## src/rtl/add_arb_pkg.sv

```systemverilog
// Shared definitions for the add_arbiter slice: datapath and id widths
// plus the output-register FSM state encoding.
package add_arb_pkg;

    localparam int DATA_W = 32;
    localparam int ID_W   = 3;

    typedef enum logic {
        EMPTY = 1'b0,
        FULL  = 1'b1
    } state_t;

endpackage : add_arb_pkg

```

## src/rtl/CLA.sv

```systemverilog
// CLA: team carry-lookahead adder. Bits are handled in 4-bit groups; each
// group computes its internal carries and its group generate/propagate in
// two-level logic, and group carries chain from one group to the next.
// WIDTH must be a multiple of 4.
module CLA #(
    parameter int WIDTH = 32
) (
    input  logic [WIDTH-1:0] a,
    input  logic [WIDTH-1:0] b,
    input  logic             cin,
    output logic [WIDTH-1:0] sum,
    output logic             cout
);

    // Generate/propagate per bit, lookahead carries per group, then sum bits
    always_comb begin
        logic [WIDTH-1:0] g;
        logic [WIDTH-1:0] p;
        logic [WIDTH:0]   c;
        logic             grp_g;
        logic             grp_p;
        int               base;

        g     = a & b;
        p     = a ^ b;
        c     = '0;
        c[0]  = cin;
        grp_g = 1'b0;
        grp_p = 1'b0;
        base  = 0;

        for (int j = 0; j < WIDTH / 4; j++) begin
            base = 4 * j;
            c[base+1] = g[base]
                      | (p[base] & c[base]);
            c[base+2] = g[base+1]
                      | (p[base+1] & g[base])
                      | (p[base+1] & p[base] & c[base]);
            c[base+3] = g[base+2]
                      | (p[base+2] & g[base+1])
                      | (p[base+2] & p[base+1] & g[base])
                      | (p[base+2] & p[base+1] & p[base] & c[base]);
            grp_g = g[base+3]
                  | (p[base+3] & g[base+2])
                  | (p[base+3] & p[base+2] & g[base+1])
                  | (p[base+3] & p[base+2] & p[base+1] & g[base]);
            grp_p = p[base+3] & p[base+2] & p[base+1] & p[base];
            c[base+4] = grp_g | (grp_p & c[base]);
        end

        sum  = p ^ c[WIDTH-1:0];
        cout = c[WIDTH];
    end

endmodule : CLA

```

## src/rtl/rr_arb.sv

```systemverilog
// rr_arb: combinational round-robin picker. The requester at index ptr has
// highest priority, then ptr+1, ... wrapping back to 0. Output is one-hot,
// or all-zero when nobody requests. ptr must be below N_REQ.
module rr_arb
    import add_arb_pkg::*;
#(
    parameter int N_REQ = 4
) (
    input  logic [N_REQ-1:0] req,
    input  logic [ID_W-1:0]  ptr,
    output logic [N_REQ-1:0] grant
);

    // Walk the requesters starting at ptr and grant the first one found
    always_comb begin
        logic found;
        int   idx;

        grant = '0;
        found = 1'b0;
        idx   = 0;

        for (int i = 0; i < N_REQ; i++) begin
            idx = int'(ptr) + i;
            if (idx >= N_REQ) begin
                idx = idx - N_REQ;
            end
            for (int k = 0; k < N_REQ; k++) begin
                if (!found && (k == idx) && req[k]) begin
                    grant[k] = 1'b1;
                    found    = 1'b1;
                end
            end
        end
    end

endmodule : rr_arb

```

## src/rtl/add_arbiter.sv

```systemverilog
// add_arbiter: N_REQ requesters share one 32-bit CLA. A round-robin arbiter
// picks at most one requester per cycle; its result lands in a single
// output register one cycle later and is held until the consumer takes it.
// A new grant may be issued in the same cycle the held result is consumed,
// giving one result per cycle under no backpressure.
// Optional feature: define ADD_ARB_SUB_EN to add per-requester req_sub,
// which turns the operation into A + ~B + 1 (cout=1 means no borrow).
// N_REQ legal range is 2..8.
module add_arbiter
    import add_arb_pkg::*;
#(
    parameter int N_REQ = 4
) (
    input  logic                    clk,
    input  logic                    rst,
    input  logic [N_REQ-1:0]        req_valid,
    output logic [N_REQ-1:0]        req_ready,
    input  logic [N_REQ*DATA_W-1:0] req_a,
    input  logic [N_REQ*DATA_W-1:0] req_b,
    input  logic [N_REQ-1:0]        req_cin,
`ifdef ADD_ARB_SUB_EN
    input  logic [N_REQ-1:0]        req_sub,
`endif
    output logic                    rsp_valid,
    input  logic                    rsp_ready,
    output logic [DATA_W-1:0]       rsp_sum,
    output logic                    rsp_cout,
    output logic [ID_W-1:0]         rsp_id
);

    state_t             state;
    state_t             state_next;
    logic [ID_W-1:0]    ptr;
    logic [N_REQ-1:0]   grant;
    logic               can_accept;
    logic               fire;
    logic [ID_W-1:0]    gnt_idx;
    logic [DATA_W-1:0]  op_a;
    logic [DATA_W-1:0]  op_b;
    logic               op_cin;
    logic [DATA_W-1:0]  add_b;
    logic               add_cin;
    logic [DATA_W-1:0]  add_sum;
    logic               add_cout;
`ifdef ADD_ARB_SUB_EN
    logic               op_sub;
`endif

    rr_arb #(
        .N_REQ (N_REQ)
    ) u_rr_arb (
        .req   (req_valid),
        .ptr   (ptr),
        .grant (grant)
    );

    // The output register can take a new result when empty or being drained;
    // nothing is granted while reset is held
    always_comb begin
        can_accept = (state == EMPTY) || rsp_ready;
        req_ready  = grant & {N_REQ{can_accept && !rst}};
        fire       = |req_ready;
    end

    // Select the granted requester's operands and index from the one-hot grant
    always_comb begin
        gnt_idx = '0;
        op_a    = '0;
        op_b    = '0;
        op_cin  = 1'b0;
`ifdef ADD_ARB_SUB_EN
        op_sub  = 1'b0;
`endif
        for (int k = 0; k < N_REQ; k++) begin
            if (grant[k]) begin
                gnt_idx = ID_W'(k);
                op_a    = req_a[k*DATA_W +: DATA_W];
                op_b    = req_b[k*DATA_W +: DATA_W];
                op_cin  = req_cin[k];
`ifdef ADD_ARB_SUB_EN
                op_sub  = req_sub[k];
`endif
            end
        end
    end

    // Subtraction reuses the adder as A + ~B + 1, ignoring the requester's cin
    always_comb begin
`ifdef ADD_ARB_SUB_EN
        add_b   = op_sub ? ~op_b : op_b;
        add_cin = op_sub ? 1'b1 : op_cin;
`else
        add_b   = op_b;
        add_cin = op_cin;
`endif
    end

    CLA #(
        .WIDTH (DATA_W)
    ) u_cla (
        .a    (op_a),
        .b    (add_b),
        .cin  (add_cin),
        .sum  (add_sum),
        .cout (add_cout)
    );

    // Output-register occupancy state
    always_ff @(posedge clk) begin
        if (rst) begin
            state <= EMPTY;
        end else begin
            state <= state_next;
        end
    end

    // EMPTY fills on a grant; FULL drains on rsp_ready unless refilled
    always_comb begin
        state_next = state;
        case (state)
            EMPTY: begin
                if (fire) begin
                    state_next = FULL;
                end
            end
            FULL: begin
                if (rsp_ready && !fire) begin
                    state_next = EMPTY;
                end
            end
            default: begin
                state_next = EMPTY;
            end
        endcase
    end

    // Capture the adder result on a transfer and move priority past the winner
    always_ff @(posedge clk) begin
        if (rst) begin
            rsp_sum  <= '0;
            rsp_cout <= 1'b0;
            rsp_id   <= '0;
            ptr      <= '0;
        end else if (fire) begin
            rsp_sum  <= add_sum;
            rsp_cout <= add_cout;
            rsp_id   <= gnt_idx;
            ptr      <= (gnt_idx == ID_W'(N_REQ - 1)) ? '0 : gnt_idx + 1'b1;
        end
    end

    assign rsp_valid = (state == FULL);

endmodule : add_arbiter

```

## config.mk

```make
export PLATFORM = sky130hd
export DESIGN_NAME = add_arbiter
export DESIGN_NICKNAME = d
export VERILOG_FILES = /design/src/rtl/add_arb_pkg.sv /design/src/rtl/CLA.sv /design/src/rtl/rr_arb.sv /design/src/rtl/add_arbiter.sv
export SDC_FILE = /design/constraint.sdc
export NUM_CORES = 1
export LEC_CHECK = 0
export ABC_CLOCK_PERIOD_IN_PS = 5200
export BUFFER_PORTS_ARGS = -buffer_cell sky130_fd_sc_hd__buf_2
export CAP_MARGIN = 20
export CELL_PAD_IN_SITES_DETAIL_PLACEMENT = 1
export CELL_PAD_IN_SITES_GLOBAL_PLACEMENT = 1
export CORE_UTILIZATION = 27
export DETAILED_ROUTE_END_ITERATION = 7
export GPL_TIMING_DRIVEN = 0
export PLACE_DENSITY = 0.85
export SLEW_MARGIN = 20
export SYNTH_ARGS = -nofsm -noshare
export SYNTH_HDL_FRONTEND = slang
export SYNTH_SLANG_ARGS = --single-unit
```

## constraint.sdc

```tcl
create_clock -name clk -period 5.2 [get_ports clk]
set_input_delay 0.26 -clock clk [delete_from_list [all_inputs] [get_ports clk]]
set_output_delay 0.26 -clock clk [all_outputs]
set_load 0.05 [all_outputs]
```

==> results.txt <==
The initial antenna violation count was 0. The H-tree was split into 2 levels. In the routed design, unresolved DRC markers number 0. The core area is 15100 µm². The TritonCTS clock tree is yes. The tree is rooted in a sky130_fd_sc_hd__clkbuf_16.

The setup skew after layout is 0.00689 ns. The final hold violation count came to 0. The final critical delay including setup and external delays is 5.01 ns.

The top flip-flop cell by instance count after synthesis is sky130_fd_sc_hd__dfxtp_1. The tightest min-delay check is of the in -> reg type. After filler insertion, the fill cell instance count of the layout stands at 2007. The number of antenna diodes in the final layout is 0.

The number of buffer and inverter instances along the worst setup path came out at 3. STA classifies the critical path endpoint as a register. At the worst endpoint, the required time is 5.42 ns.

The data arrival time of the worst path is 5.22 ns. Sorting the synthesized cells by area gives the leading types as sky130_fd_sc_hd__dfxtp_1 18%, sky130_fd_sc_hd__nand2_1 14%, sky130_fd_sc_hd__a222oi_1 13%. The signal on the critical path passes through buf_4 -> o21ai_0 -> nor2_1 -> buf_2 -> buf_2 -> a222oi_1 -> nand2_1 -> ha_1 -> nand4_1 -> nor2_1 -> nand4_1 -> a311oi_4 -> o21ai_4 -> o31ai_4 -> a21o_1 -> a21oi_1 -> fa_1 -> xnor2_1 -> nand2_1 -> a21oi_1.

The achievable clock frequency is 200 MHz. The max-slew violation total from the final report came out at 0. The total congestion overflow came out at 0. The floorplan step set the die width to 126 µm. The total number of clock tree sinks came out at 38. Of all nets on the critical path, the largest fanout is 10. For this design the ratio of total power to cell area is 422 nW/µm². The final-report setup violation count came out at 0. The global routing usage summed across all routing layers is 0.285. The clock-pin slew reported for the worst setup and hold paths after clock tree synthesis is 0.06 ns.

The final RePlAce weighted congestion is 0.855. The wire length of the first global-routing pass is 34300 µm. The initial utilization of the core area, before any placement, comes to 0.276. The slowest stage of the critical path is the sky130_fd_sc_hd__a222oi_1 cell. The detailed-routing iteration count for the pre-antenna-repair pass is 7. The number of buffers inserted during clock tree synthesis is 5.

The total negative slack for setup checks is 0 ns. The routed design has 23800 µm of wire. The share of async-settable or async-resettable flops after synthesis is 0. The placement row count came out at 45.

The number of global-route vias before repair came to 6013. The core utilization of the finished layout is 0.415. The synthesized netlist occupies a cell area of 4180 µm². The critical path is of the reg -> reg type. IR analysis of the VDD net gives a maximum drop of 0.154 mV. The number of cells produced by synthesis is 568. The average instance in the mapped netlist occupies 7.35 µm².

The Yosys step of the flow raised 0 warnings. On the critical path the largest part of the delay comes from compound AO/OA/AOI/OAI gates. The floorplan step set the die height to 126 µm.

The number of placed instances with taps included is 1061. The clock insertion delay at the later pin of the skew report is 0.29 ns. The portion of synthesized cell area occupied by the leading cell type came out at 0.182. The area enclosed by the die boundary is 16000 µm². The worst setup path is launched from a register.

The start of the worst register-to-register path is ptr[1]. The number of max-cap violations came out at 0. The per-cell routed wire length came out at 22.2 µm. The slack of the worst reg-to-reg path is 0.19 ns.

The count of non-filler cells in the finished layout is 1072. Synthesis inferred 38 register bits. Total power for the finished layout comes to 2.65 mW.

The number of design-rule violations left by the first detailed-router iteration is 443. The number of unique standard cell types used by synthesis came out at 60. The ratio of cells with drive above 1 in the final layout is 0.416. The number of nets in the synthesized netlist is 876.

The final layout net count is 1191. The number of flops mapped to enable cells by yosys is 0. The path depth of the worst reg2reg path is 20. The endpoint of the worst-slack reg-to-reg timing path is rsp_sum[25]. The number of I/O pins is 308. For this design the static power due to leakage is 3.31 nW. The worst hold path stage count is 3. The quantity of hold-fixing buffers added after cts is 0. The worst-case clock buffer depth came out at 2.

In the finished design, the share of the clock period the worst path needs comes to 0.963. The count of buffers added on input and output ports is 305. The synthesized design spends more area on one cell type than any other, namely sky130_fd_sc_hd__dfxtp_1. The average vias per placed instance came out at 5.56. The relative max-transition margin came out at 0.436. The launch point of the worst hold path is rsp_ready. At the pin with the least slew margin, the transition time is 0.847 ns. The number of vias in the routed layout is 5955. The number of routed nets with antenna violations is 0. Entering global routing, the biggest net connects 14 pins. The layout overhead on the synthesized area is 50.7%. Detailed placement ended at an HPWL of 19200 µm. The worst min-delay path endpoint is rsp_valid. The share of synthesized area occupied by flip-flops and latches came out at 0.182.

The run finished with clean final reports. The largest stage delay on the critical path is 0.58 ns.
==> metrics by stage <==
| step | setup slack, ns | hold slack (ns) | cell area, µm² |
|---|---|---|---|
| finish | 0.195 | 0.299 | 6290 |
| detailed placement | -0.647 | 0.442 | 5940 |
| global route | -0.0403 | 0.323 | 6290 |
| global placement | -0.473 | 0.437 | 5940 |
| floorplan | 0.904 | 0.454 | 4180 |
| CTS | 0.0388 | 0.291 | 6170 |
==> logic make-up (layout without fill, tap and decap cells) <==
family                   count (synthesis)  in the layout  synth area share
other                                    1              1          0.000898
AND/OR/NAND/NOR                        223            223             0.228
XOR/XNOR                                22             22            0.0461
adder cells (fa/ha/maj)                 41             41             0.137
AO/OA/AOI/OAI                          181            181             0.341
buffers and inverters                   62            378            0.0641
flip-flops                              38             38             0.182
==> repair_timing <==
action,CTS,global route
setup endpoints to repair,10,4
resized for setup,14,36
buffers inserted,0,3
pin swaps,1,12
==> sequential cells by signal, summed over array words and instances (netlist names) <==
register,flops
rsp_valid,1
rsp_cout,1
ptr,2
rsp_sum,32
rsp_id,2
==> how the worst max path moves through the flow <==
stage | startpoint | end | slack, ns | depth (start not counted)
after floorplan | ptr[1] | rsp_sum[29] | 0.90 | 20
after CTS | ptr[1] | rsp_sum[25] | 0.04 | 21
after global routing | ptr[1] | rsp_sum[25] | -0.04 | 21
after detailed placement | ptr[1] | rsp_sum[25] | -0.65 | 21
after global placement | ptr[1] | rsp_sum[25] | -0.47 | 21
final | ptr[1] | rsp_sum[25] | 0.19 | 20
==> routing by layer <==
layer	GRT usage	routed length, µm	vias to the layer above
li1	-	-	2767
met1	0.350	9590	2805
met2	0.496	11500	327
met3	0.0401	1690	56
met4	0.125	970	0
met5	0	0	-
==> final cells by class <==
cell class / count / area, µm² / share of cell area
flip-flops and latches: 38 / 761 / 0.121
repair buffers: 308 / 1550 / 0.246
multi-input cells: 468 / 3260 / 0.518
clock inverters: 3 / 68.8 / 0.0109
plain buffers: 45 / 231 / 0.0368
well taps: 188 / 235 / 0.0374
inverters: 17 / 63.8 / 0.0101
clock buffers: 5 / 125 / 0.0199
==> cell usage in the layout (no fill, tap or decap), types with 3 or more instances in the layout <==
master,instances
sky130_fd_sc_hd__clkbuf_2,8
sky130_fd_sc_hd__nand4_1,4
sky130_fd_sc_hd__a21oi_1,38
sky130_fd_sc_hd__nor4_1,3
sky130_fd_sc_hd__nand3_1,4
sky130_fd_sc_hd__xor2_1,10
sky130_fd_sc_hd__fa_1,8
sky130_fd_sc_hd__xnor2_1,12
sky130_fd_sc_hd__and3_1,3
sky130_fd_sc_hd__a21oi_2,4
sky130_fd_sc_hd__and2_1,4
sky130_fd_sc_hd__dfxtp_1,38
sky130_fd_sc_hd__nor2_1,26
sky130_fd_sc_hd__ha_4,3
sky130_fd_sc_hd__buf_4,6
sky130_fd_sc_hd__o21ai_1,3
sky130_fd_sc_hd__buf_2,317
sky130_fd_sc_hd__a211oi_1,8
sky130_fd_sc_hd__a21o_1,14
sky130_fd_sc_hd__a221oi_1,5
sky130_fd_sc_hd__a22o_1,10
sky130_fd_sc_hd__nor3_1,3
sky130_fd_sc_hd__buf_6,3
sky130_fd_sc_hd__inv_1,16
sky130_fd_sc_hd__clkbuf_1,17
sky130_fd_sc_hd__a221o_1,5
sky130_fd_sc_hd__a222oi_1,54
sky130_fd_sc_hd__nand3b_1,7
sky130_fd_sc_hd__ha_1,28
sky130_fd_sc_hd__clkbuf_16,5
sky130_fd_sc_hd__nand2_1,153
sky130_fd_sc_hd__nor2b_1,4
sky130_fd_sc_hd__o21ai_0,14
==> synth_stat cells (all sizes together), types with 3 or more instances <==
library cell	instances
ha	33
and3	3
clkbuf	29
a211oi	9
a21o	14
nand4	4
nor2	27
inv	17
or2	4
a22o	10
xor2	10
and2	4
nor2b	4
xnor2	12
a21oi	42
nor4	3
o21ai	19
a222oi	54
a221oi	6
dfxtp	38
nor3	3
nand3	4
fa	8
a221o	5
buf	16
nand3b	7
nand2	153
==> worst register-to-register path: stages, from the launching register on <==
cell                       delay (ns)
sky130_fd_sc_hd__dfxtp_1         0.31
sky130_fd_sc_hd__buf_4           0.16
sky130_fd_sc_hd__o21ai_0         0.29
sky130_fd_sc_hd__nor2_1          0.11
sky130_fd_sc_hd__buf_2           0.25
sky130_fd_sc_hd__buf_2           0.26
sky130_fd_sc_hd__a222oi_1        0.58
sky130_fd_sc_hd__nand2_1         0.11
sky130_fd_sc_hd__ha_1            0.38
sky130_fd_sc_hd__nand4_1         0.19
sky130_fd_sc_hd__nor2_1          0.17
sky130_fd_sc_hd__nand4_1         0.17
sky130_fd_sc_hd__a311oi_4        0.40
sky130_fd_sc_hd__o21ai_4         0.15
sky130_fd_sc_hd__o31ai_4         0.33
sky130_fd_sc_hd__a21o_1          0.20
sky130_fd_sc_hd__a21oi_1         0.09
sky130_fd_sc_hd__fa_1            0.39
sky130_fd_sc_hd__xnor2_1         0.18
sky130_fd_sc_hd__nand2_1         0.08
sky130_fd_sc_hd__a21oi_1         0.13
==> where the power goes <==
group          total, mW  internal (mW)  switching (mW)  leakage, nW
Sequential         0.427          0.381          0.0462        0.314
Clock              0.407          0.276           0.131       0.0940
Combinational       1.82          0.627            1.19         2.90
(Power assumes the default switching activity.)
